--- config.mk ---
export PLATFORM = sky130hd
export DESIGN_NAME = keccak200_iota_state
export DESIGN_NICKNAME = d
export VERILOG_FILES = /design/src/rtl/keccak200_pkg.sv /design/src/rtl/keccak200_rc_rom.sv /design/src/rtl/keccak200_iota_state.sv
export SDC_FILE = /design/constraint.sdc
export NUM_CORES = 1
export LEC_CHECK = 0
export CAP_MARGIN = 20
export CORE_AREA = 2 2 164 166
export CTS_CLUSTER_SIZE = 25
export DETAILED_ROUTE_END_ITERATION = 16
export DIE_AREA = 0 0 166 168
export PLACE_DENSITY = 0.75
export SLEW_MARGIN = 20
export SYNTH_ARGS = -nofsm -noshare
export SYNTH_HDL_FRONTEND = slang
export SYNTH_SLANG_ARGS = --single-unit
--- constraint.sdc ---
create_clock -name clk -period 3.7 [get_ports clk]
set_input_delay 0.37 -clock clk [delete_from_list [all_inputs] [get_ports clk]]
set_output_delay 0.37 -clock clk [all_outputs]
set_load 0.05 [all_outputs]
--- src/rtl/keccak200_pkg.sv ---
`default_nettype none
// ============================================================================
// keccak200_pkg : shared constants, FSM encoding, round constants, lane index
// Revision 1.0
// ============================================================================
package keccak200_pkg;

  localparam int NROUNDS = 18;
  localparam int NBYTES  = 25;
  localparam int CNT_W   = 5;
  localparam int LANE_W  = 8;
  localparam int STATE_W = NBYTES * LANE_W;

  typedef logic [1:0] fsm_t;
  localparam fsm_t ST_LOAD   = 2'd0;
  localparam fsm_t ST_ROUND  = 2'd1;
  localparam fsm_t ST_UNLOAD = 2'd2;

  localparam logic [7:0] RC_TABLE [NROUNDS] = '{
    8'h01, 8'h82, 8'h8A, 8'h00, 8'h8B, 8'h01, 8'h81, 8'h09, 8'h8A,
    8'h88, 8'h09, 8'h0A, 8'h8B, 8'h8B, 8'h89, 8'h03, 8'h02, 8'h80
  };

  function automatic int lane_idx(input int x, input int y);
    return x + 5 * y;
  endfunction

endpackage
`default_nettype wire

--- src/rtl/keccak200_rc_rom.sv ---
`default_nettype none
// ============================================================================
// keccak200_rc_rom : round index -> 8-bit iota round constant
// Revision 1.0
// ============================================================================
module keccak200_rc_rom
  import keccak200_pkg::*;
(
  input  logic [4:0] rnd,
  output logic [7:0] rc
);

  always_comb begin
    rc = 8'h00;
    case (rnd)
      5'd0:    rc = RC_TABLE[0];
      5'd1:    rc = RC_TABLE[1];
      5'd2:    rc = RC_TABLE[2];
      5'd3:    rc = RC_TABLE[3];
      5'd4:    rc = RC_TABLE[4];
      5'd5:    rc = RC_TABLE[5];
      5'd6:    rc = RC_TABLE[6];
      5'd7:    rc = RC_TABLE[7];
      5'd8:    rc = RC_TABLE[8];
      5'd9:    rc = RC_TABLE[9];
      5'd10:   rc = RC_TABLE[10];
      5'd11:   rc = RC_TABLE[11];
      5'd12:   rc = RC_TABLE[12];
      5'd13:   rc = RC_TABLE[13];
      5'd14:   rc = RC_TABLE[14];
      5'd15:   rc = RC_TABLE[15];
      5'd16:   rc = RC_TABLE[16];
      5'd17:   rc = RC_TABLE[17];
      default: rc = 8'h00;
    endcase
  end

endmodule
`default_nettype wire

--- src/rtl/keccak200_iota_state.sv ---
`default_nettype none
// ============================================================================
// keccak200_iota_state : Keccak-f[200] state register, iota and round control
// Option macro: KECCAK_XOR_ABSORB_EN (LOAD XORs din into the state)
// Revision 1.0
// ============================================================================
module keccak200_iota_state
  import keccak200_pkg::*;
(
  input  logic         clk,
  input  logic         rst,
  input  logic [7:0]   din,
  input  logic         din_valid,
  output logic         din_ready,
  output logic [7:0]   dout,
  output logic         dout_valid,
  input  logic         dout_ready,
  output logic [199:0] state_q,
  input  logic [199:0] round_in,
  output logic         busy
);

  fsm_t                r_fsm;
  fsm_t                w_fsm_nxt;
  logic [CNT_W-1:0]    r_byte_cnt;
  logic [CNT_W-1:0]    r_rnd;
  logic [STATE_W-1:0]  r_state;
  logic [STATE_W-1:0]  w_load_val;
  logic [STATE_W-1:0]  w_iota_val;
  logic [7:0]          w_rc;
  logic [7:0]          w_lane [NBYTES];
  logic                w_din_hs;
  logic                w_dout_hs;
  logic                w_last_byte;
  logic                w_last_rnd;

  keccak200_rc_rom u_rc_rom (
    .rnd (r_rnd),
    .rc  (w_rc)
  );

  assign w_din_hs    = (r_fsm == ST_LOAD)   && din_valid;
  assign w_dout_hs   = (r_fsm == ST_UNLOAD) && dout_ready;
  assign w_last_byte = (r_byte_cnt == CNT_W'(NBYTES - 1));
  assign w_last_rnd  = (r_rnd == CNT_W'(NROUNDS - 1));

  // FSM state register
  always_ff @(posedge clk) begin
    if (rst) begin
      r_fsm <= ST_LOAD;
    end else begin
      r_fsm <= w_fsm_nxt;
    end
  end

  // FSM next-state logic
  always_comb begin
    w_fsm_nxt = r_fsm;
    case (r_fsm)
      ST_LOAD:   if (w_din_hs && w_last_byte)  w_fsm_nxt = ST_ROUND;
      ST_ROUND:  if (w_last_rnd)               w_fsm_nxt = ST_UNLOAD;
      ST_UNLOAD: if (w_dout_hs && w_last_byte) w_fsm_nxt = ST_LOAD;
      default:                                 w_fsm_nxt = ST_LOAD;
    endcase
  end

  // FSM outputs
  always_comb begin
    din_ready  = 1'b0;
    dout_valid = 1'b0;
    busy       = 1'b0;
    case (r_fsm)
      ST_LOAD:   din_ready  = 1'b1;
      ST_ROUND:  busy       = 1'b1;
      ST_UNLOAD: dout_valid = 1'b1;
      default: begin
        din_ready  = 1'b0;
        dout_valid = 1'b0;
        busy       = 1'b0;
      end
    endcase
  end

  always_ff @(posedge clk) begin
    if (rst) begin
      r_byte_cnt <= '0;
      r_rnd      <= '0;
    end else begin
      case (r_fsm)
        ST_LOAD: begin
          if (w_din_hs) begin
            r_byte_cnt <= w_last_byte ? '0 : r_byte_cnt + CNT_W'(1);
            if (w_last_byte) r_rnd <= '0;
          end
        end
        ST_ROUND: begin
          r_rnd <= w_last_rnd ? '0 : r_rnd + CNT_W'(1);
        end
        ST_UNLOAD: begin
          if (w_dout_hs) r_byte_cnt <= w_last_byte ? '0 : r_byte_cnt + CNT_W'(1);
        end
        default: begin
          r_byte_cnt <= '0;
          r_rnd      <= '0;
        end
      endcase
    end
  end

  // Per-lane load value: only the lane addressed by byte_cnt takes din.
  for (genvar y = 0; y < 5; y++) begin : g_row
    for (genvar x = 0; x < 5; x++) begin : g_col
      localparam int K = lane_idx(x, y);
      logic [7:0] w_new;
`ifdef KECCAK_XOR_ABSORB_EN
      assign w_new = r_state[8*K +: 8] ^ din;
`else
      assign w_new = din;
`endif
      assign w_load_val[8*K +: 8] = (r_byte_cnt == CNT_W'(K)) ? w_new : r_state[8*K +: 8];
      assign w_lane[K]            = r_state[8*K +: 8];
    end
  end

  assign w_iota_val = {round_in[STATE_W-1:8], round_in[7:0] ^ w_rc};

  always_ff @(posedge clk) begin
    if (rst) begin
      r_state <= '0;
    end else if (r_fsm == ST_ROUND) begin
      r_state <= w_iota_val;
    end else if (w_din_hs) begin
      r_state <= w_load_val;
    end
  end

  assign state_q = r_state;
  assign dout    = (r_fsm == ST_UNLOAD) ? w_lane[r_byte_cnt] : 8'h00;

endmodule
`default_nettype wire
# After elaboration in Yosys (flattened, before gate mapping)
# Memories as Yosys holds them, arrays and structs flattened. A register that Yosys moved wholly into a read port is not among the register bits.
# Cells that the tools add are included.
# W data, S select, Z words.
# op_classes
n_reduce_logical,60
n_mux,48
magnitude_cmp,1
bitwise_logic,4
addsub,2
n_eq_ne,33
# ops
cell,n
$mux W200,2
$mux W8,28
$reduce_bool A2 Y1,26
$eq A5 B5 Y1 const B,10
$reduce_and A2 Y1,25
$bmux W8 S5,1
$eq A5 B4 Y1 const B,8
$mux W5,8
$pmux W5 S3,2
$eq A5 B3 Y1 const B,4
$add A5 B1 Y5 const B,2
$eq A5 B2 Y1 const B,2
$reduce_and A3 Y1,3
$ne A2 B2 Y1 const B,4
$xor A8 B8 Y8,1
$ge A6 B6 Y1 const B,1
$mux W2,3
$not A5 Y6,1
$pmux W2 S3,1
$eq A5 B1 Y1 const B,1
$logic_not A5 Y1,1
$logic_and A1 B1 Y1,4
$ne A2 B1 Y1 const B,2
$mux W1,3
4 further kinds,5
# totals
wordCells,177
mem_count,1
romBits,128
output_inout_bits,211
ff_bits,212
inputBits,212
# memory_table
name,words,width,rd,rd_clocked_by_memory_dff,wr,line,rtl
(no name shown),32,4,1,1,0,keccak200_rc_rom.sv:15,case (rnd)

# Depth between registers and ports, before layout
# Gate-level depths: netlist of the first run.
# depth
depth_word,6
depth_mapped,14
ltp_nobuf,10

# Modules after synthesis
# From an unflattened synthesis of the first run, not the netlist that was laid out.
# hier_totals
cells_unflattened,1306
area_unflattened_um2,12218.0
# modules_own_cells
mod,cells_each,seq_area_each_um2,area_each_um2,instances
keccak200_iota_state,1274,4244.1,11986.5,1
keccak200_rc_rom,32,0.0,231.5,1

# Worst setup path after synthesis of the first run
# OpenSTA, ideal clock, no wires.
# synth_path
kind,reg-to-reg
start,reg r_byte_cnt[1]
end,"reg, netlist name u_rc_rom.rc[7]"
t_required_ns,3.597
setup_ns,0.103
path_buffers,4
stages_incl_launch_ff,15
slack_ns,0.621
t_arrival_ns,2.975
period_less_slack_ns,3.079
cell_sequence,dfxtp_1 -> buf_4 -> buf_4 -> buf_2 -> inv_1 -> ha_1 -> buf_4 -> nand4b_4 -> nor2_1 -> o41ai_1 -> inv_1 -> ha_1 -> a221oi_1 -> a211oi_1 -> a2111oi_2
# synth_via
elab_chain_cells,5
# synth_rtl
element,line,rtl
from (decl),keccak200_iota_state.sv:25,logic [CNT_W-1:0] r_byte_cnt;
from (signal assigned),keccak200_iota_state.sv:92,r_byte_cnt <= w_last_byte ? '0 : r_byte_cnt + CNT_W'(1);
from (signal assigned),keccak200_iota_state.sv:100,if (w_dout_hs) r_byte_cnt <= w_last_byte ? '0 : r_byte_cnt + CNT_W'(1);
$eq A5 B5 Y1,keccak200_iota_state.sv:44,assign w_last_byte = (r_byte_cnt == CNT_W'(NBYTES - 1));
$ne A2 B2 Y1 (no line),--,
$reduce_and A3 Y1 (no line),--,
$mux W5 (no line) (2 in series),--,
# No other way between the ends.
# A chain may end at the register's enable or synchronous reset.

# Final worst setup path of the first run
# layout_path
start,reg r_byte_cnt[1]
end,out dout[3]
# layout_via
elab_chain_cells,5
# layout_rtl
element,line,rtl
$not A5 Y6 (not written as such),keccak200_iota_state.sv:138,assign dout = (r_fsm == ST_UNLOAD) ? w_lane[r_byte_cnt] : 8'h00;
$bmux W8 S5,keccak200_iota_state.sv:138,
$mux W8 (not written as such) (2 in series),keccak200_iota_state.sv:138,
$mux W8,keccak200_iota_state.sv:138,
to (decl),keccak200_iota_state.sv:15,"output logic [7:0] dout,"
# No other way between the ends. The select of a mux whose other input is x is not followed.

==> qor.csv, run 1 <==
stage;metric;value;unit
critical_path;WS Path Type;register to output pin;
clock_tree;clk sinks;216;
layout;design area;16110;um2
floorplan;Die Wd;166;um
logic_synthesis;synthesized area;10950;um2
layout;Syn-to-layout area delta;47.09;%
global_routing;vias in the first global route;11190;
critical_path;CP max FO;21;
sta;Setup TNS Final;0;ns
clock_tree;Setup Buffers After CTS;0;
critical_path;cell family with most CP delay;multiplexers;
logic_synthesis;Mapped Cells;1234;
sta;Worst Hold Slack;0.2043;ns
drt;DR vias/cell;6.044;
floorplan;Chip Height;168;um
logic_synthesis;Ys Warns;0;
clock_tree;CTS tree;built;
clock_tree;clock latency on the worst-skew pair;0.53;ns
sta;final hold vios;0;
logic_synthesis;register area share after synthesis;39.47;%
logic_synthesis;Yosys cell types;53;
floorplan;core area;26350;um2
drt;First-pass DRT Iterations;5;
logic_synthesis;Syn Area/Cell;8.877;um2
run_status;status;finished clean;
power;pwr dens;359.5;nW/um2
drt;drt drc;0;
floorplan;FP Rows;60;
sta;Max Fclk;283.5;MHz
layout;Total Nets Final;1803;
power;Pleak;5.358;nW
layout;proportion of layout cells with a drive suffix above 1;9.080;%
clock_tree;cts hold-fix bufs;0;
drt;final WL;47860;um
floorplan;full die area;27890;um2
placement;routability cong.;0.9077;
sta;Final Setup Violations;0;
clock_tree;total CTS buffers;25;
drt;DR WL/cell;24.70;um
global_routing;GRT Residual Overflow;0;
critical_path;Worst EP required;3.33;ns
critical_path;Worst Setup Start Kind;register;
sta;Tmin final;3.527;ns
clock_tree;CTS root buffer;clkbuf_16;
clock_tree;H-tree depth;1;
job;Max-cap violations;0;
global_routing;initial antenna violation count;0;
drt;Via Count;11710;
sta;Slew @ Worst Pin;1.049;ns
drt;antenna viol nets, final;0;
power;worst vdd ir;0.2500;mV
floorplan;io pins;423;
critical_path;Critical Path AT;3.16;ns
layout;Ant. Diodes;0;
sta;RSZ-0062 raised after global routing;false;
global_routing;first-pass GRT wire length;70330;um
clock_tree;Longest Clk Path Bufs;3;
critical_path;crit path cell chain;buf_4, buf_4, mux4_1, mux4_2, o21ai_1, nor2_1, buf_4;
placement;hpwl dp;34240;um
layout;fin util;61.15;%
critical_path;Max stage delay cell, worst path;dfxtp_2;
sta;slew margin rel.;30.08;%
layout;FILL cells;2232;
global_routing;gr usage total;32.67;%
clock_tree;clock slew seen by the registers of the worst setup and hold paths;0.06;ns
critical_path;Largest stage delay, worst path;0.60;ns
critical_path;most used cell, CP;buf_4;
drt;drt first-iter violations;1242;
logic_synthesis;flops & latches, synth;216;
critical_path;CP endpoint kind;output pin;
critical_path;Buf/Inv on CP;3;
hold_path;type of the most critical hold path;input pin to register;
placement;instance area at placement;15200;um2
floorplan;Initial Util;41.57;%
global_routing;largest net degree at the start of global routing;162;
sta;Final Cycle Share;95.32;%
clock_tree;CTS resizes;0;
placement;PortBufs;422;
logic_synthesis;Post-Syn Nets;1458;
sta;Max Transition Viols Final;0;
sta;Clock Skews;0.008607;ns
## power breakdown
part           internal (mW)  total, mW  switching [mW]  leakage, nW
Combinational          0.335      0.683           0.349         3.17
Sequential              2.35       2.38          0.0330         1.74
Clock                   1.68       2.73            1.05        0.448
## final timing paths
kind | from | end | slack [ns] | cells after the start
worst max-delay path | r_byte_cnt[1] | dout[3] | 0.17 | 7
worst min-delay path | rst | r_fsm[1] | 0.20 | 2
worst max register to register | r_byte_cnt[3] | u_rc_rom.rc[7] | 0.91 | 9
worst min register to register | state_q[0] | state_q[0] | 0.52 | 2
## placed cells by master, fill, tap and decap left out, types with 5 or more instances in the layout
cell,instances
o21ai_0,10
mux4_1,20
nor2_2,15
clkdlybuf4s50_1,412
buf_4,28
o21ai_1,9
a21oi_1,233
ha_1,12
nand2_1,9
mux4_2,28
o221ai_1,8
inv_1,11
nor2_1,232
a31oi_1,6
nor3_1,5
mux2i_1,10
and2_1,9
a211oi_1,198
dfxtp_1,212
xnor2_1,5
nand3_1,9
mux2_2,8
clkbuf_16,25
clkbuf_8,8
a22oi_1,11
## state kept, by name, indices dropped and copies added (netlist names)
register,cells
u_rc_rom.rc,4
state_q,200
r_rnd,5
r_fsm,2
r_byte_cnt,5
## cell usage after synthesis, drive strengths merged
| cell type | n | share of area, % |
|---|---|---|
| nor2 | 247 | 8.7 |
| a21oi | 238 | 11 |
| dfxtp | 216 | 39 |
| a211oi | 198 | 14 |
| buf | 85 | 4.4 |
| mux4 | 48 | 11 |
| clkbuf | 42 | 1.4 |
| o21ai | 19 | 0.87 |
| inv | 13 | 0.45 |
| ha | 12 | 1.4 |
| a22oi | 11 | 0.75 |
| mux2i | 10 | 0.91 |
| nand2 | 10 | 0.37 |
| nand3 | 10 | 0.50 |
| and2 | 9 | 0.51 |
| mux2 | 8 | 0.82 |
| o221ai | 8 | 0.64 |
| a31oi | 6 | 0.34 |
| nor3 | 5 | 0.23 |
| xnor2 | 5 | 0.40 |
| and3 | 3 | 0.17 |
| nor2b | 3 | 0.19 |
| o211ai | 3 | 0.21 |
| and2b | 2 | 0.14 |
| nand2b | 2 | 0.11 |
| nor4bb | 2 | 0.18 |
| o21a | 2 | 0.14 |
| o32ai | 2 | 0.16 |
| o41ai | 2 | 0.16 |
| or4 | 2 | 0.14 |
| a2111oi | 1 | 0.14 |
| a21boi | 1 | 0.069 |
| a21o | 1 | 0.069 |
| a221oi | 1 | 0.080 |
| a22o | 1 | 0.080 |
| nand3b | 1 | 0.069 |
| nand4 | 1 | 0.057 |
| nand4b | 1 | 0.22 |
| nand4bb | 1 | 0.10 |
| o21bai | 1 | 0.069 |
| xor2 | 1 | 0.080 |
## metal layers
layer	global-route usage, %	vias to the layer above	wire length, um
met3	6.465	112	3869
met2	55.53	677	22980
met5	0	-	0
li1	-	5293	-
met4	12.63	0	1783
met1	41.10	5631	19230
## final cells by class
type	count	area [um2]	area share, %
Clock buffer	34	739.5	4.589
Sequential cell	216	4329	26.87
Timing Repair Buffer	445	4425	27.47
Clock inverter	11	168.9	1.048
Tap cell	341	426.7	2.648
Inverter	13	53.80	0.3339
Multi-Input combinational cell	878	5969	37.05
## kinds of logic after synthesis
logic type | synth area share (%)
adder cells (fa/ha/maj) | 1.371
AND/OR/NAND/NOR | 11.73
XOR/XNOR | 0.4797
AO/OA/AOI/OAI | 28.42
buffers and inverters | 6.236
flip-flops | 39.47
multiplexers | 12.29
## per-stage QoR
| step | total power [mW] | instances | worst slack, ns |
|---|---|---|---|
| floorplan | 2.729 | 1234 | 0.6211 |
| global placement | 3.099 | 1892 | 0.8110 |
| detailed placement | 3.103 | 1893 | 0.7308 |
| CTS | 5.790 | 1938 | 0.1723 |
| global route | 5.939 | 1938 | 0.07056 |
| finish | 5.793 | 1938 | 0.1732 |
Power figures use the tool's default switching activity.
==> run 2, diff against run 1 <==
- CTS_BUF_LIST: not set -> sky130_fd_sc_hd__clkbuf_4 sky130_fd_sc_hd__clkbuf_8 sky130_fd_sc_hd__clkbuf_16
- clock period: 3.7 -> 3.4 ns (I/O delays scaled with it)
==> qor.csv, run 2 (synthesis results as in run 1) <==
stage;metric;value;unit
layout;Syn-to-layout area delta;46.63;%
critical_path;FF-to-FF setup slack;0.70;ns
run_status;status;finished clean;
clock_tree;Longest Clk Path Bufs;3;
drt;drt first-iter violations;1364;
layout;Total Nets Final;1811;
drt;Top Layer Used;met4;
drt;Via Count;11810;
drt;First-pass DRT Iterations;5;
drt;wl on met1;18460;um
sta;slew margin rel.;36.14;%
drt;drt drc;0;
placement;pre-CTS setup slack;0.6613;ns
placement;hpwl dp;34280;um
critical_path;CP endpoint kind;output pin;
power;Tot Pwr;5.999;mW
floorplan;Chip Height;168;um
layout;Largest register FFs;200;
floorplan;Die Wd;166;um
drt;DR WL/cell;24.48;um
critical_path;Critical Path AT;2.96;ns
sta;Final Cycle Share;96.94;%
global_routing;largest net degree at the start of global routing;80;
layout;design area;16060;um2
sta;Final Setup Violations;0;
clock_tree;CTS tree;built;
critical_path;Reg-to-Reg End;u_rc_rom.rc[7];
drt;Met2 Routed Length;23070;um
sta;Tmin final;3.296;ns
layout;commonest cells after routing, fill and taps aside;412 x clkdlybuf4s50_1, 234 x a21oi_1, 232 x nor2_1, 212 x dfxtp_1, 198 x a211oi_1;
sta;Max Transition Viols Final;0;
job;Max-cap violations;0;
power;Clock power frac;44.4;%
global_routing;gr usage total;32.49;%
layout;most common cell after layout, fill and taps aside;clkdlybuf4s50_1;
placement;Placed Cells;1902;
power;pwr dens;373.5;nW/um2
sta;Slew @ Worst Pin;0.9579;ns
critical_path;Worst Setup Start Kind;register;
clock_tree;total CTS buffers;24;
sta;final hold vios;0;
clock_tree;clock slew seen by the registers of the worst setup and hold paths;0.07;ns
floorplan;FP Rows;60;
critical_path;cell family with most CP delay;multiplexers;
global_routing;first-pass GRT wire length;70590;um
critical_path;Buf/Inv on CP;2;
floorplan;full die area;27890;um2
placement;instance area at placement;15250;um2
critical_path;worst-case reg-to-reg path depth;7;
clock_tree;clock latency on the worst-skew pair;0.54;ns
hold_path;Hold EP;r_fsm[1];
layout;fin util;60.95;%
drt;final WL;47640;um
layout;Ant. Diodes;0;
drt;DR vias/cell;6.069;
global_routing;initial antenna violation count;0;
floorplan;io pins;423;
critical_path;WS Path Type;register to output pin;
power;switching fraction of total power;25.49;%
sta;RSZ-0062 raised after global routing;false;
layout;non-filler cells, final;1946;
layout;proportion of layout cells with a drive suffix above 1;9.533;%
sta;setup ws final;0.1039;ns
power;Comb power frac;12.6;%
floorplan;core area;26350;um2
sta;Max Fclk;303.4;MHz
placement;PortBufs;422;
hold_path;type of the most critical hold path;input pin to register;
floorplan;Initial Util;41.57;%
clock_tree;CTS root buffer;clkbuf_16;
power;Sequential Power Share;43.0;%
power;worst vdd ir;0.2787;mV
clock_tree;H-tree depth;1;
clock_tree;CTS resizes;0;
placement;routability cong.;0.9220;
critical_path;Worst EP required;3.06;ns
clock_tree;Setup Buffers After CTS;0;
critical_path;CP max FO;42;
critical_path;Max stage delay cell, worst path;mux4_1;
critical_path;Largest stage delay, worst path;0.63;ns
power;Int Pwr;4.470;mW
power;NetSw;1.529;mW
global_routing;GRT Residual Overflow;0;
hold_path;min-delay src;rst;
drt;metal3 WL;4374;um
clock_tree;cts hold-fix bufs;0;
clock_tree;clk sinks;216;
critical_path;crit path cell chain;buf_12, mux4_1, mux4_2, o21ai_1, nor2_1, buf_4;
hold_path;hold path depth;2;
drt;antenna viol nets, final;0;
sta;Worst Hold Slack;0.2861;ns
sta;Setup TNS Final;0;ns
sta;Clock Skews;0.02212;ns
global_routing;vias in the first global route;11420;
power;Pleak;5.352;nW
critical_path;RR Startpoint;r_byte_cnt[3];
==> run 2: worst max path at each step <==
stage	startpoint	end	depth (start not counted)
3_3_place_gp	r_byte_cnt[0]	dout[3]	6
4_1_cts	r_byte_cnt[0]	dout[3]	6
3_5_place_dp	r_byte_cnt[0]	dout[3]	6
2_1_floorplan	r_byte_cnt[1]	u_rc_rom.rc[7]	14
5_1_grt	r_byte_cnt[1]	dout[2]	6
6_report	r_byte_cnt[0]	dout[3]	6
==> run 2: power by group through the flow <==
stage | Sequential (mW) | Clock (mW) | Combinational [mW]
floorplan | 2.69 | 0 | 0.278
global placement | 2.64 | 0 | 0.741
detailed placement | 2.63 | 0 | 0.745
CTS | 2.58 | 2.67 | 0.751
global route | 2.58 | 2.77 | 0.796
finish | 2.58 | 2.66 | 0.758
==> run 2: worst register-to-register path, cell delays in order (launching register included) <==
cell and delay (ns):
dfxtp_2 0.79, nand4b_4 0.24, nor2_1 0.33, o32ai_1 0.24, ha_1 0.39, a221oi_1 0.25
a211oi_1 0.11, a2111oi_2 0.23
==> run 2: routing by layer <==
metal  up-vias  GRT usage, %
met5         -             0
met4         0         12.67
met3       119         6.253
met2       783         55.80
met1      5595         40.45
li1       5313             -
==> run 2: layout make-up <==
| type | instances | area [um2] |
|---|---|---|
| inverters | 13 | 53.80 |
| repair buffers | 454 | 4481 |
| well taps | 341 | 426.7 |
| fillers | 2199 | 10290 |
| clock inverters | 8 | 83.83 |
| multi-input cells | 878 | 5966 |
| flip-flops and latches | 216 | 4329 |
| clock buffers | 36 | 721.9 |
